### config.mk
export PLATFORM = sky130hd
export DESIGN_NAME = eth_udprx
export DESIGN_NICKNAME = d
export VERILOG_FILES = /design/src/rtl/eth_pkg.sv /design/src/rtl/eth_rx_crc32.sv /design/src/rtl/eth_udprx.sv
export SDC_FILE = /design/constraint.sdc
export NUM_CORES = 1
export LEC_CHECK = 0
export CORE_UTILIZATION = 50
export CTS_BUF_LIST = sky130_fd_sc_hd__clkbuf_4
export DETAILED_ROUTE_END_ITERATION = 16
export PLACE_DENSITY = 0.77
export SLEW_MARGIN = 20
export SYNTH_ARGS = -nofsm -noshare
export SYNTH_HDL_FRONTEND = slang
export SYNTH_HIERARCHICAL = 1
export SYNTH_SLANG_ARGS = --single-unit
export TNS_END_PERCENT = 100
### constraint.sdc
create_clock -name eth_rx_clk -period 7.6 [get_ports eth_rx_clk]
set_input_delay 2.28 -clock eth_rx_clk [delete_from_list [all_inputs] [get_ports eth_rx_clk]]
set_output_delay 2.28 -clock eth_rx_clk [all_outputs]
set_load 0.01 [all_outputs]
### src/rtl/eth_pkg.sv
// eth_pkg: receive-path state encodings, protocol constants and CRC-32 helpers
package eth_pkg;
  typedef enum logic [3:0] {
    IDLE, PREAMBLE, MAC_DST, MAC_SRC, MAC_TYPE, IP_HDR, UDP_HDR, UDP_PAYLOAD, TRAILER, DROP
  } state_t;
  localparam logic [15:0] ETH_TYPE_IP  = 16'h0800;
  localparam logic [7:0]  IP_VER_IHL   = 8'h45;
  localparam logic [7:0]  IP_PROTO_UDP = 8'h11;
  localparam logic [31:0] CRC_POLY     = 32'h04C11DB7;
  localparam logic [31:0] CRC_RESIDUE  = 32'hC704DD7B;
  function automatic logic [31:0] rev32(input logic [31:0] x);
    logic [31:0] r;
    for (int i = 0; i < 32; i++) r[i] = x[31 - i];
    return r;
  endfunction
endpackage

### src/rtl/eth_rx_crc32.sv
// eth_rx_crc32: byte-wide reflected CRC-32 accumulator
// ports: eth_rx_clk/reset_i; init loads all-ones; calc & d_valid fold data into crc
module eth_rx_crc32
  import eth_pkg::*;
(
  input  logic        eth_rx_clk,
  input  logic        reset_i,
  input  logic        init,
  input  logic        calc,
  input  logic        d_valid,
  input  logic [7:0]  data,
  output logic [31:0] crc
);
  localparam logic [31:0] POLY_R = rev32(CRC_POLY);
  logic [31:0] nxt;
  always_comb begin
    nxt = crc;
    for (int i = 0; i < 8; i++) nxt = (nxt >> 1) ^ (POLY_R & {32{nxt[0] ^ data[i]}});
  end
  always_ff @(posedge eth_rx_clk or posedge reset_i)
    if (reset_i) crc <= '1;
    else if (init) crc <= '1;
    else if (calc && d_valid) crc <= nxt;
endmodule

### src/rtl/eth_udprx.sv
// eth_udprx: MII nibble receiver filtering Ethernet/IPv4/UDP frames and streaming the payload
// ports: eth_rx_* MII input; usr_ethdst_i/usr_ipdst_i/usr_udpport_i filter values;
//        usr_data_o/usr_dv_o/usr_sof_o/usr_data_len_o payload stream; usr_done_o/usr_crc_ok_o/usr_drop_o frame status
module eth_udprx
  import eth_pkg::*;
#(
  parameter int MAX_PAYLOAD = 1472
) (
  input  logic        eth_rx_clk,
  input  logic        reset_i,
  input  logic [3:0]  eth_rx_data,
  input  logic        eth_rx_dv,
  input  logic        eth_rx_er,
  input  logic [47:0] usr_ethdst_i,
  input  logic [31:0] usr_ipdst_i,
  input  logic [15:0] usr_udpport_i,
  output logic [7:0]  usr_data_o,
  output logic        usr_dv_o,
  output logic        usr_sof_o,
  output logic [15:0] usr_data_len_o,
  output logic        usr_done_o,
  output logic        usr_crc_ok_o,
  output logic        usr_drop_o
);
  localparam logic [16:0] LEN_MAX = 17'(MAX_PAYLOAD + 8);
  // the register holds the bit-reflected residue
  localparam logic [31:0] RESIDUE_R = rev32(CRC_RESIDUE);
  state_t state, nxt;
  logic dv_q, hi, mu, mb, hdr, byte_en, bad, last, u_ok, b_ok;
  logic dv_n, done_n, drop_n, crc_ok_n;
  logic [3:0] lo;
  logic [7:0] byte_v, len_hi, mac_b, ip_b;
  logic [15:0] cnt, length, len_n;
  logic [31:0] crc;
  assign hdr = state inside {MAC_DST, MAC_SRC, MAC_TYPE, IP_HDR, UDP_HDR, UDP_PAYLOAD, TRAILER};
  assign byte_en = eth_rx_dv && !eth_rx_er && hi && hdr;
  assign byte_v = {eth_rx_data, lo};
  assign length = {len_hi, byte_v};
  assign mac_b = 8'(usr_ethdst_i >> (6'd40 - {cnt[2:0], 3'b000}));
  assign ip_b = 8'(usr_ipdst_i >> (5'd24 - {cnt[1:0], 3'b000}));
  assign u_ok = (cnt == 0 || mu) && byte_v == mac_b;
  assign b_ok = (cnt == 0 || mb) && byte_v == 8'hFF;
  eth_rx_crc32 u_crc (
    .eth_rx_clk(eth_rx_clk),
    .reset_i(reset_i),
    .init(state == PREAMBLE),
    .calc(hdr),
    .d_valid(byte_en),
    .data(byte_v),
    .crc(crc)
  );
  always_comb begin
    bad = 1'b0;
    last = 1'b0;
    case (state)
      MAC_DST: begin
        bad = !(u_ok || b_ok);
        last = cnt == 5;
      end
      MAC_SRC: last = cnt == 5;
      MAC_TYPE: begin
        bad = byte_v != (cnt[0] ? ETH_TYPE_IP[7:0] : ETH_TYPE_IP[15:8]);
        last = cnt == 1;
      end
      IP_HDR: begin
        bad = (cnt == 0 && byte_v != IP_VER_IHL) || (cnt == 9 && byte_v != IP_PROTO_UDP) ||
              (cnt >= 16 && byte_v != ip_b);
        last = cnt == 19;
      end
      UDP_HDR: begin
        bad = (cnt == 2 && byte_v != usr_udpport_i[15:8]) || (cnt == 3 && byte_v != usr_udpport_i[7:0]) ||
              (cnt == 5 && (length < 8 || {1'b0, length} > LEN_MAX));
        last = cnt == 7;
      end
      UDP_PAYLOAD: last = cnt == usr_data_len_o - 16'd1;
      default: ;
    endcase
  end
  always_ff @(posedge eth_rx_clk or posedge reset_i)
    if (reset_i) state <= IDLE;
    else state <= nxt;
  always_comb begin
    nxt = state;
    if (state == IDLE)
      nxt = eth_rx_dv && !dv_q ? (eth_rx_data == 4'h5 && !eth_rx_er ? PREAMBLE : DROP) : IDLE;
    else if (!eth_rx_dv) nxt = IDLE;
    else if (eth_rx_er) nxt = DROP;
    else if (state == PREAMBLE)
      nxt = eth_rx_data == 4'h5 ? PREAMBLE : eth_rx_data == 4'hD ? MAC_DST : DROP;
    else if (byte_en)
      nxt = bad ? DROP : !last ? state :
            state == UDP_HDR && usr_data_len_o == 0 ? TRAILER : state_t'(state + 4'd1);
  end
  always_comb begin
    dv_n = byte_en && state == UDP_PAYLOAD;
    // hi clear at the dv fall means an even number of nibbles since MAC_DST
    done_n = state == TRAILER && !eth_rx_dv && !hi;
    drop_n = state != IDLE && !eth_rx_dv && !done_n;
    crc_ok_n = done_n && crc == RESIDUE_R;
    len_n = byte_en && state == UDP_HDR && cnt == 5 && !bad ? length - 16'd8 : usr_data_len_o;
  end
  always_ff @(posedge eth_rx_clk or posedge reset_i)
    if (reset_i) begin
      // dv_q starts high so a frame already in flight at reset release is not seen as a rising edge
      dv_q <= 1'b1;
      hi <= 1'b0;
      lo <= '0;
      cnt <= '0;
      mu <= 1'b0;
      mb <= 1'b0;
      len_hi <= '0;
      usr_data_o <= '0;
      usr_dv_o <= 1'b0;
      usr_sof_o <= 1'b0;
      usr_data_len_o <= '0;
      usr_done_o <= 1'b0;
      usr_crc_ok_o <= 1'b0;
      usr_drop_o <= 1'b0;
    end else begin
      dv_q <= eth_rx_dv;
      hi <= hdr && (hi ^ eth_rx_dv);
      lo <= eth_rx_data;
      cnt <= nxt != state ? 16'd0 : byte_en ? cnt + 16'd1 : cnt;
      if (byte_en && state == MAC_DST) begin
        mu <= u_ok;
        mb <= b_ok;
      end
      if (byte_en && state == UDP_HDR && cnt == 4) len_hi <= byte_v;
      if (dv_n) usr_data_o <= byte_v;
      usr_dv_o <= dv_n;
      usr_sof_o <= dv_n && cnt == 0;
      usr_data_len_o <= len_n;
      usr_done_o <= done_n;
      usr_crc_ok_o <= crc_ok_n;
      usr_drop_o <= drop_n;
    end
endmodule

[Yosys cells after proc, flatten, opt, wreduce, memory -nomap -nowiden]
Cells that the tools add are included.
Word-level totals
  input bits: 104
  logic and storage cells: 143
  register bits after elaboration: 97
Cells by class
  add/sub/neg operators: 6
  order comparisons: 3
  reductions and logical operators: 51
  mux-type cells: 19
  bitwise gates (word level): 17
  eq/ne operators: 29
  shift-type cells: 2
Operator list (number)
  $xor A31 B32 Y32: 8
  $mux W32: 2
  $mux W4: 13
  $eq A16 B3 Y1 const B: 3
  $shr A48 B6 Y8: 1
  $eq A16 B2 Y1 const B: 2
  $eq A32 B32 Y1 const B: 1
  $logic_not A16 Y1: 2
  $mux W16: 2
  $shr A32 B5 Y8: 1
  $logic_and A1 B1 Y1: 28
  $ne A8 B8 Y1: 3
  $eq A4 B3 Y1 const B: 5
  $add A16 B1 Y16 const B: 1
  $eq A16 B1 Y1 const B: 1
  $eq A16 B16 Y1: 1
  $eq A16 B4 Y1 const B: 1
  $eq A16 B5 Y1 const B: 1
  $ge A16 B5 Y1 const B: 1
  $gt A16 B11 Y1 const B: 1
  $lt A16 B4 Y1 const B: 1
  $sub A16 B1 Y16 const B: 1
  $sub A16 B4 Y16 const B: 1
  $xor A1 B1 Y1: 9
  other kinds (21): 37

[Longest topological paths before layout]
Gate-level depths: netlist (run 1).
  depth in word-level cells: 18
  gate-level depth with buffers: 16

[Hierarchy]
Netlist (run 1), hierarchy kept.
By module, submodules not included
  eth_udprx: instances 1, cells an instance 634, area each 5625.4 um^2
  eth_rx_crc32: instances 1, cells an instance 159, area each 2104.5 um^2

[Least setup slack after synthesis (run 1)]
Ideal clock, no wire load.
  path type: input-to-reg
  start point: in eth_rx_data[3]
  end point: reg usr_data_len_o[0]
  library setup time: 125 ps
  path slack: 2472 ps
  cell stages on the path: 10
  path buffers: 2
  arrival: 5003 ps
  cell sequence: clkbuf_1 or3b_2 mux2i_1 or4_1 or4_4 nor3_4 o211ai_1 or4_1 buf_2 mux2_4
On the way
  cells in the longest elaborated chain, start to end: 7
  elaborated cells between the ends (all ways): 28
  classes of those cells: order compare (2); eq/ne (8); mux (1); reduce/logical (17)
Ends and longest elaborated chain
  from (decl): RTL line eth_udprx.sv:11  | input logic [3:0] eth_rx_data,
  $lt A16 B4 Y1 (tied with other cells): RTL line eth_udprx.sv:72  | (cnt == 5 && (length < 8 || {1'b0, length} > LEN_MAX));
  $logic_or A1 B1 Y1 (tied with other cells): RTL line eth_udprx.sv:72
  $logic_and A1 B1 Y1 (tied with other cells): RTL line eth_udprx.sv:72
  $logic_or A1 B1 Y1 (tied with other cells): RTL line eth_udprx.sv:71  | bad = (cnt == 2 && byte_v != usr_udpport_i[15:8]) || (cnt == 3 && byte_v != usr_udpport_i[7:0]) ||
  $pmux W1 S4 *: RTL line eth_udprx.sv:55  | case (state)
  $logic_not A1 Y1 *: RTL line eth_udprx.sv:100  | len_n = byte_en && state == UDP_HDR && cnt == 5 && !bad ? length - 16'd8 : usr_data_len_o;
  $logic_and A1 B1 Y1 *: RTL line eth_udprx.sv:100
  to (signal assigned): RTL line eth_udprx.sv:132  | usr_data_len_o <= len_n;
  to (decl): RTL line eth_udprx.sv:20  | output logic [15:0] usr_data_len_o,
Every way passes the cells marked *; elsewhere a longest branch is shown, timed or not.
A chain may end at the register's enable or synchronous reset.

[Worst setup path after layout (run 1)]
  start point: in eth_rx_data[3]
  end point: reg usr_data_len_o[5]
Same word-level chain as after synthesis.

==> flow_summary.ini, run 1 <==
[critical_path]
arrival_ps = 6020
critPathCaptureType = register
reg2reg_slack_ps = 2870
crit_required_ps = 8000
crit_end = usr_data_len_o[5]
regToRegStartpoint = cnt[1]
cp-start-kind = input port
worst-path-max-fanout = 24
critPathKind = in -> reg
crit-reg2reg-capture = usr_data_len_o[5]
ff2ff_path_depth = 10
cp-startpoint = eth_rx_data[3]

[route]
drc = 0
antenna_left = 0
wl_mm = 20.4
wl_per_cell_um = 18.8
via_count = 6491
drt-initial-drc-count = 346
avgViaCountPerCell = 5.96
first_pass_iters = 5

[final_layout]
drive_gt1_share_pct = 14.5
mostFrequentLayoutCell = clkdlybuf4s50_1
final_cell_mix = clkdlybuf4s50_1 (132), xnor2_1 (63), dfrtp_1 (63)
areaGrowthSynthToFinish_pct = 19.6
instances_no_fill = 1089
diodes = 0
fillCellCount = 1287
final_nets = 1011

[clocking]
cts_buffer_depth = 2
clk_pin_slew_ps = 150
htree_num_levels = 3
clkLatencyLatePin_ps = 500
ctsResizeCount = 0
cts_tree = built
cts_setup_buffers = 0
hold_buffers = 0
root_buffer = clkbuf_4
cts_made_buffers = 9
clock_sinks = 97

[timing]
setup_viol = 0
setup_tns_ps = 0
finalHoldViolCount = 0
drv_slew = 0
finalCritPeriodShare_pct = 73.9
skew_ps = 17.4
tightest_slew_ps = 975
slew_headroom_pct = 34.7
min_period_ps = 5620
fin_ws_ps = 1980
rsz0062_at_grt = no
fmax_mhz = 178

[global_routing]
track_usage_pct = 26.9
grt_max_degree = 66
gr-total-overflow = 0
grt_pass1_wl_mm = 33.6
grt_pass1_vias = 6334
antenna_found_initial = 0

[pwr]
p_leak_uw = 0.00370
cellPowerDensity_mw_per_mm2 = 274
clkPwrFrac_pct = 10.7
switching_share_pct = 38.9
internal_power_uw = 1550
pwr-share-seq_pct = 31.3
p_sw_uw = 986
combPwrFrac_pct = 58.0
ir_worst_vdd_uv = 347

[synth]
async_flop_share_pct = 100
synth_compound_area_share_pct = 12.7
synth_top_family_by_area = simple AND/OR/NAND/NOR gates
synth.mux.area_fraction_pct = 8.89
syn_avg_cell_area_um2 = 9.75
ys_ff_latch = 97
synth_xor_area_share_pct = 19.7
ys_seq_area_share_pct = 31.9
synth_fa_ha_area_share_pct = 1.78
synth_simple_gate_area_share_pct = 20.7
synth_area_mm2 = 0.00773
synth_nets = 908
yosys_warnings = 6
synth-edff-count = 0
synthFlopType = dfrtp_1
synthCells = 793
yosysUniqueCellTypes = 83

[floorplan]
ios = 133
row_count = 45
core-area_mm2 = 0.0151
dieArea_mm2 = 0.0160
initial_core_util_pct = 51.0
die_x_um = 126
dieHeight_um = 126

[placed_design]
place_congestion = 0.882
pre_cts_ws_ps = 1470
portBuffers = 132
dp_cells = 1073
dp_hpwl_mm = 15.2

[hold_path]
min_path_type = reg -> reg

[job]
maxCapViolCount = 0

[status]
status = complete, no violations
cell type report:
type	count	area [um^2]	share of cell area, %
clock buffers	9	67.6	0.731
clock inverters	7	61.3	0.663
inverters	24	90.1	0.975
multi-input cells	624	4940	53.4
flip-flops and latches	97	2470	26.7
well taps	188	235	2.55
repair buffers	140	1380	14.9
stage by stage:
step | utilization [%] | hold slack [ps] | total power [uW] | area [um^2]
4_1_cts | 61.0 | 506 | 2550 | 9240
3_5_place_dp | 60.2 | 470 | 2270 | 9110
6_report | 61.0 | 496 | 2530 | 9240
3_3_place_gp | 60.2 | 461 | 2240 | 9110
2_1_floorplan | - | 450 | 1980 | 7730
5_1_grt | 61.0 | 542 | 2700 | 9240
cells by family after synthesis:
logic type	count (synthesis)
and+or+nand+nor	281
AOI/OAI and AO/OA	147
xor gates and xnor gates	130
DFF	97
buffers and inverters	72
muxes	55
adders and majority gates	11
registers in the layout (all words and copies together), names as in the netlist, 4 cells and up:
| register | cells |
|---|---|
| lo | 4 |
| len_hi | 8 |
| usr_data_len_o | 16 |
| u_crc/crc | 32 |
| cnt | 16 |
| usr_data_o | 8 |
| state | 4 |
per-layer routing:
layer,up-vias,routed length [um],track usage [%]
met5,-,0,0
met4,0,491,8.65
met1,3158,9030,36.2
li1,3092,-,-
met3,35,935,4.30
met2,206,9990,44.6
power by group through the flow:
| stage | registers [uW] | logic (uW) | clock network [uW] |
|---|---|---|---|
| 4_1_cts | 794 | 1470 | 284 |
| 3_5_place_dp | 804 | 1470 | 0 |
| 5_1_grt | 809 | 1590 | 300 |
| 2_1_floorplan | 758 | 1220 | 0 |
| 6_report | 794 | 1470 | 271 |
| 3_3_place_gp | 800 | 1440 | 0 |
critical path: stages:
cell	delay [ps]
clkdlybuf4s50_1	460
buf_4	270
or3b_2	170
mux2i_1	60
or4_1	520
or4_4	440
nor3_4	250
o211ai_1	210
or4_1	920
mux2_4	430
cell usage after synthesis (24+ instances only):
cell type,number,share of area [%]
a21oi_1,45,2.9
clkbuf_1,27,1.3
dfrtp_1,64,21
dfstp_2,33,11
inv_1,24,1.2
mux2i_1,30,3.9
nand2_1,50,2.4
nor2_1,60,2.9
nor3_1,27,1.7
o21ai_0,28,1.8
xnor2_1,63,7.1
xor2_1,36,4.1
worst min path at each step:
stage / startpoint / cells after the start / endpoint / slack, ps
CTS: usr_data_o[3] / 2 / usr_data_o[3] / 510
finish: usr_data_o[3] / 2 / usr_data_o[3] / 500
detailed placement: usr_data_o[3] / 2 / usr_data_o[3] / 470
global route: usr_data_o[4] / 2 / usr_data_o[4] / 540
global placement: usr_data_o[3] / 2 / usr_data_o[3] / 460
floorplan: len_hi[6] / 2 / len_hi[6] / 450
Power figures use the tool's default switching activity.
==> run 2: changes to the inputs <==
--- a/config.mk
+++ b/config.mk
@@ -8,7 +8,7 @@
 export CORE_UTILIZATION = 50
 export CTS_BUF_LIST = sky130_fd_sc_hd__clkbuf_4
 export DETAILED_ROUTE_END_ITERATION = 16
-export PLACE_DENSITY = 0.77
+export PLACE_DENSITY = 0.8
 export SLEW_MARGIN = 20
 export SYNTH_ARGS = -nofsm -noshare
 export SYNTH_HDL_FRONTEND = slang
==> constraint.sdc (replaced) <==
create_clock -name eth_rx_clk -period 4.6 [get_ports eth_rx_clk]
set_input_delay 1.38 -clock eth_rx_clk [delete_from_list [all_inputs] [get_ports eth_rx_clk]]
set_output_delay 1.38 -clock eth_rx_clk [all_outputs]
set_load 0.01 [all_outputs]
==> flow_summary.ini, run 2 (same netlist as run 1, synthesis figures left out) <==
[status]
status = complete, no violations

[final_layout]
top_register = u_crc/crc
areaGrowthSynthToFinish_pct = 22.3
top_regs = u_crc/crc (32), cnt (16), usr_data_len_o (16)
largest_reg_flops = 32
final_cell_mix = clkdlybuf4s50_1 (132), xnor2_1 (63), dfrtp_1 (63)
drive_gt1_share_pct = 16.7
mostFrequentLayoutCell = clkdlybuf4s50_1
instances_no_fill = 1114
final_nets = 1036
diodes = 0
final_core_util_pct = 62.4

[clocking]
root_buffer = clkbuf_4
clock_sinks = 97
htree_num_levels = 3
cts_setup_buffers = 0
ctsResizeCount = 0
cts_made_buffers = 9
clkLatencyLatePin_ps = 500
hold_buffers = 0
cts_buffer_depth = 2
clk_pin_slew_ps = 170
cts_tree = built

[global_routing]
track_usage_pct = 28.2
antenna_found_initial = 0
grtUsageMet2_pct = 47.4
grt_pass1_vias = 6630
met1_usage_pct = 37.0
grt_max_degree = 42
busiest_layer = met2
grt_pass1_wl_mm = 34.8
gr-total-overflow = 0
grtUsageMet3_pct = 5.23

[critical_path]
cp-start-kind = input port
critPathKind = in -> reg
arrival_ps = 4560
cp-startpoint = eth_rx_data[3]
reg2reg_slack_ps = 660
ff2ff_path_depth = 10
critPathCaptureType = register
crit-reg2reg-capture = usr_data_len_o[2]
crit_end = usr_data_len_o[2]
crit_required_ps = 5010
regToRegStartpoint = cnt[1]
worst-path-max-fanout = 20

[timing]
fin_ws_ps = 449
rsz0062_at_grt = no
finalHoldViolCount = 0
drv_slew = 0
skew_ps = 17.8
tightest_slew_ps = 755
fmax_mhz = 241
finalCritPeriodShare_pct = 90.2
min_period_ps = 4150
slew_headroom_pct = 49.3
setup_viol = 0

[pwr]
total_power_uw = 4280
cellPowerDensity_mw_per_mm2 = 453
ir_worst_vdd_uv = 588
p_leak_uw = 0.00384

[floorplan]
dieHeight_um = 126
die_x_um = 126
dieArea_mm2 = 0.0160
ios = 133
core-area_mm2 = 0.0151
row_count = 45
initial_core_util_pct = 51.0

[route]
antenna_left = 0
wl_per_cell_um = 19.2
wl_mm = 21.4
avgViaCountPerCell = 5.95
drc = 0
drt-initial-drc-count = 381
via_count = 6632
first_pass_iters = 5

[placed_design]
place_congestion = 0.900
portBuffers = 132
dp_hpwl_mm = 16.1
pre_cts_ws_ps = -82.4
dp_cells = 1098

[hold_path]
min_path_type = reg -> reg
min_delay_path_depth = 2

[job]
maxCapViolCount = 0
==> run 2: metrics by stage <==
| step | setup TNS, ps | hold slack (ps) | cell area [um^2] |
|---|---|---|---|
| finish | 0 | 508 | 9450 |
| global route | 0 | 535 | 9450 |
| CTS | 0 | 509 | 9450 |
| detailed placement | -609 | 472 | 9320 |
| global placement | -88.3 | 461 | 9320 |
| floorplan | 0 | 450 | 7730 |
==> run 2: layout make-up <==
type,count,area (um^2)
multi-input cells,624,4930
fillers,1274,5690
well taps,188,235
repair buffers,165,1590
clock buffers,9,67.6
clock inverters,7,61.3
flip-flops and latches,97,2470
inverters,24,90.1
==> run 2: where the power goes <==
| group | internal, uW | switching [uW] | total, uW |
|---|---|---|---|
| combinational | 1390 | 1120 | 2510 |
| sequential | 1120 | 195 | 1310 |
| clock | 121 | 334 | 455 |
| total | 2630 | 1650 | 4280 |
==> run 2: worst min path at each step <==
stage | startpoint | to | slack, ps
6_report | usr_data_o[3] | usr_data_o[3] | 510
5_1_grt | len_hi[6] | len_hi[6] | 540
4_1_cts | len_hi[6] | len_hi[6] | 510
3_5_place_dp | len_hi[6] | len_hi[6] | 470
3_3_place_gp | usr_data_o[3] | usr_data_o[3] | 460
2_1_floorplan | len_hi[6] | len_hi[6] | 450
==> run 2: routing by layer <==
metal | routed length [um] | share of wire (%) | vias to the layer above
met3 | 1050 | 4.9 | 43
li1 | - | - | 3119
met4 | 476 | 2.2 | 0
met1 | 9190 | 43 | 3248
met2 | 10700 | 50 | 222
met5 | 0 | 0 | -
==> run 2: critical path, cell delays in order <==
cell and delay (ps):
clkdlybuf4s50_1 560, or3b_2 150, mux2i_1 50, or4_1 510
or4_4 440, nor3_4 250, o211ai_1 150, or4_1 510
buf_4 230, mux2_4 310
==> run 3: changes to the inputs <==
--- a/config.mk
+++ b/config.mk
@@ -5,6 +5,7 @@
 export SDC_FILE = /design/constraint.sdc
 export NUM_CORES = 1
 export LEC_CHECK = 0
+export CORE_ASPECT_RATIO = 1.5
 export CORE_UTILIZATION = 50
 export CTS_BUF_LIST = sky130_fd_sc_hd__clkbuf_4
 export DETAILED_ROUTE_END_ITERATION = 16
==> flow_summary.ini, run 3 (same netlist as run 1, synthesis figures left out) <==
[final_layout]
largest_reg_flops = 32
areaGrowthSynthToFinish_pct = 23.0
final_cell_mix = clkdlybuf4s50_1 (132), xnor2_1 (63), dfrtp_1 (63)
top_register = u_crc/crc
final_cell_area_mm2 = 0.00951
mostFrequentLayoutCell = clkdlybuf4s50_1
drive_gt1_share_pct = 16.8
final_nets = 1037
top_regs = u_crc/crc (32), cnt (16), usr_data_len_o (16)

[critical_path]
worst-path-max-fanout = 13
crit_required_ps = 5010
reg2reg_slack_ps = 650
arrival_ps = 4550
crit-reg2reg-capture = cnt[15]
crit_end = cnt[15]
critPathKind = in -> reg
critPathCaptureType = register
regToRegStartpoint = cnt[1]
ff2ff_path_depth = 12
cp-start-kind = input port
cp-startpoint = usr_ethdst_i[35]

[pwr]
p_leak_uw = 0.00385
cellPowerDensity_mw_per_mm2 = 459
ir_worst_vdd_uv = 561
total_power_uw = 4370

[global_routing]
grt_max_degree = 49
antenna_found_initial = 1
gr-total-overflow = 0
grt_pass1_vias = 6659
track_usage_pct = 28.0
grt_pass1_wl_mm = 35.1

[route]
first_pass_iters = 5
drc = 0
drt-initial-drc-count = 492
avgViaCountPerCell = 5.91
wl_per_cell_um = 19.2
wl_mm = 21.7
via_count = 6657
antenna_left = 0

[timing]
drv_slew = 0
tightest_slew_ps = 859
min_period_ps = 4140
skew_ps = 25.7
setup_viol = 0
rsz0062_at_grt = no
finalHoldViolCount = 0
finalCritPeriodShare_pct = 90.0
fmax_mhz = 242
slew_headroom_pct = 42.7

[placed_design]
place_congestion = 0.899
dp_hpwl_mm = 16.9
portBuffers = 132
place_area_mm2 = 0.00935

[hold_path]
min_delay_path_depth = 2
min_path_type = reg -> reg

[clocking]
cts_made_buffers = 9
cts_buffer_depth = 2
clk_pin_slew_ps = 180
hold_buffers = 0
cts_setup_buffers = 0
htree_num_levels = 3
cts_tree = built
ctsResizeCount = 0
clkLatencyLatePin_ps = 480
root_buffer = clkbuf_4
clock_sinks = 97

[floorplan]
dieArea_mm2 = 0.0160
die_x_um = 104
core-area_mm2 = 0.0151
dieHeight_um = 154
initial_core_util_pct = 51.3
ios = 133
row_count = 55

[status]
status = complete, no violations

[job]
maxCapViolCount = 0
run 3: cell types whose count changed in the layout (fill, tap and decap cells not counted):
cell	previous run	this run
clkinv_4	4	0
inv_8	0	2
buf_4	31	32
bufinv_16	0	1
clkinv_2	0	1
clkinv_8	0	1
diode_2	0	1
inv_2	1	0
run 3: worst max-delay path: stages:
cell and delay (ps):
clkdlybuf4s50_1 450, or4bb_1 490, o211ai_2 100, mux2i_1 100, or4_4 560, nor3_4 260
o211a_4 210, nor2_2 50, a2111oi_2 370, o211ai_2 190, buf_12 200, nor3_1 200
run 3: how the worst min path moves through the flow:
stage	slack (ps)	start	to
after detailed placement	470	usr_data_o[3]	usr_data_o[3]
after global routing	540	u_crc/crc[30]	u_crc/crc[30]
after global placement	460	usr_data_o[3]	usr_data_o[3]
after floorplan	450	len_hi[6]	len_hi[6]
final	500	usr_data_o[3]	usr_data_o[3]
after CTS	510	usr_data_o[3]	usr_data_o[3]
run 3: layer usage:
metal / wire, um / up-vias / GRT usage [%]
li1: - / 3126 / -
met1: 8460 / 3229 / 32.7
met2: 11300 / 235 / 50.0
met3: 832 / 67 / 3.71
met4: 1070 / 0 / 14.9
met5: 0 / - / 0
run 3: final cells by class:
| cell class | instances | area [um^2] |
|---|---|---|
| Fill cell | 1241 | 5560 |
| Clock inverter | 7 | 95.1 |
| Inverter | 24 | 91.3 |
| Clock buffer | 9 | 67.6 |
| Antenna cell | 1 | 2.50 |
| Timing Repair Buffer | 166 | 1600 |
| Tap cell | 199 | 249 |
| Multi-Input combinational cell | 624 | 4930 |
| Sequential cell | 97 | 2470 |
run 3: power breakdown:
part           switching (uW)  internal [uW]
clock                     331            184
combinational            1140           1390
sequential                200           1120
total                    1670           2690
run 3: metrics by stage:
stage | setup WS (ps) | std cells | setup TNS (ps) | utilization [%] | hold slack (ps)
global route | 281 | 1127 | 0 | 63.1 | 541
CTS | 470 | 1126 | 0 | 63.1 | 506
global placement | -8.69 | 1110 | -33.6 | 62.0 | 462
detailed placement | -72.0 | 1110 | -319 | 62.0 | 473
finish | 460 | 1127 | 0 | 63.1 | 499
floorplan | 372 | 793 | 0 | - | 450
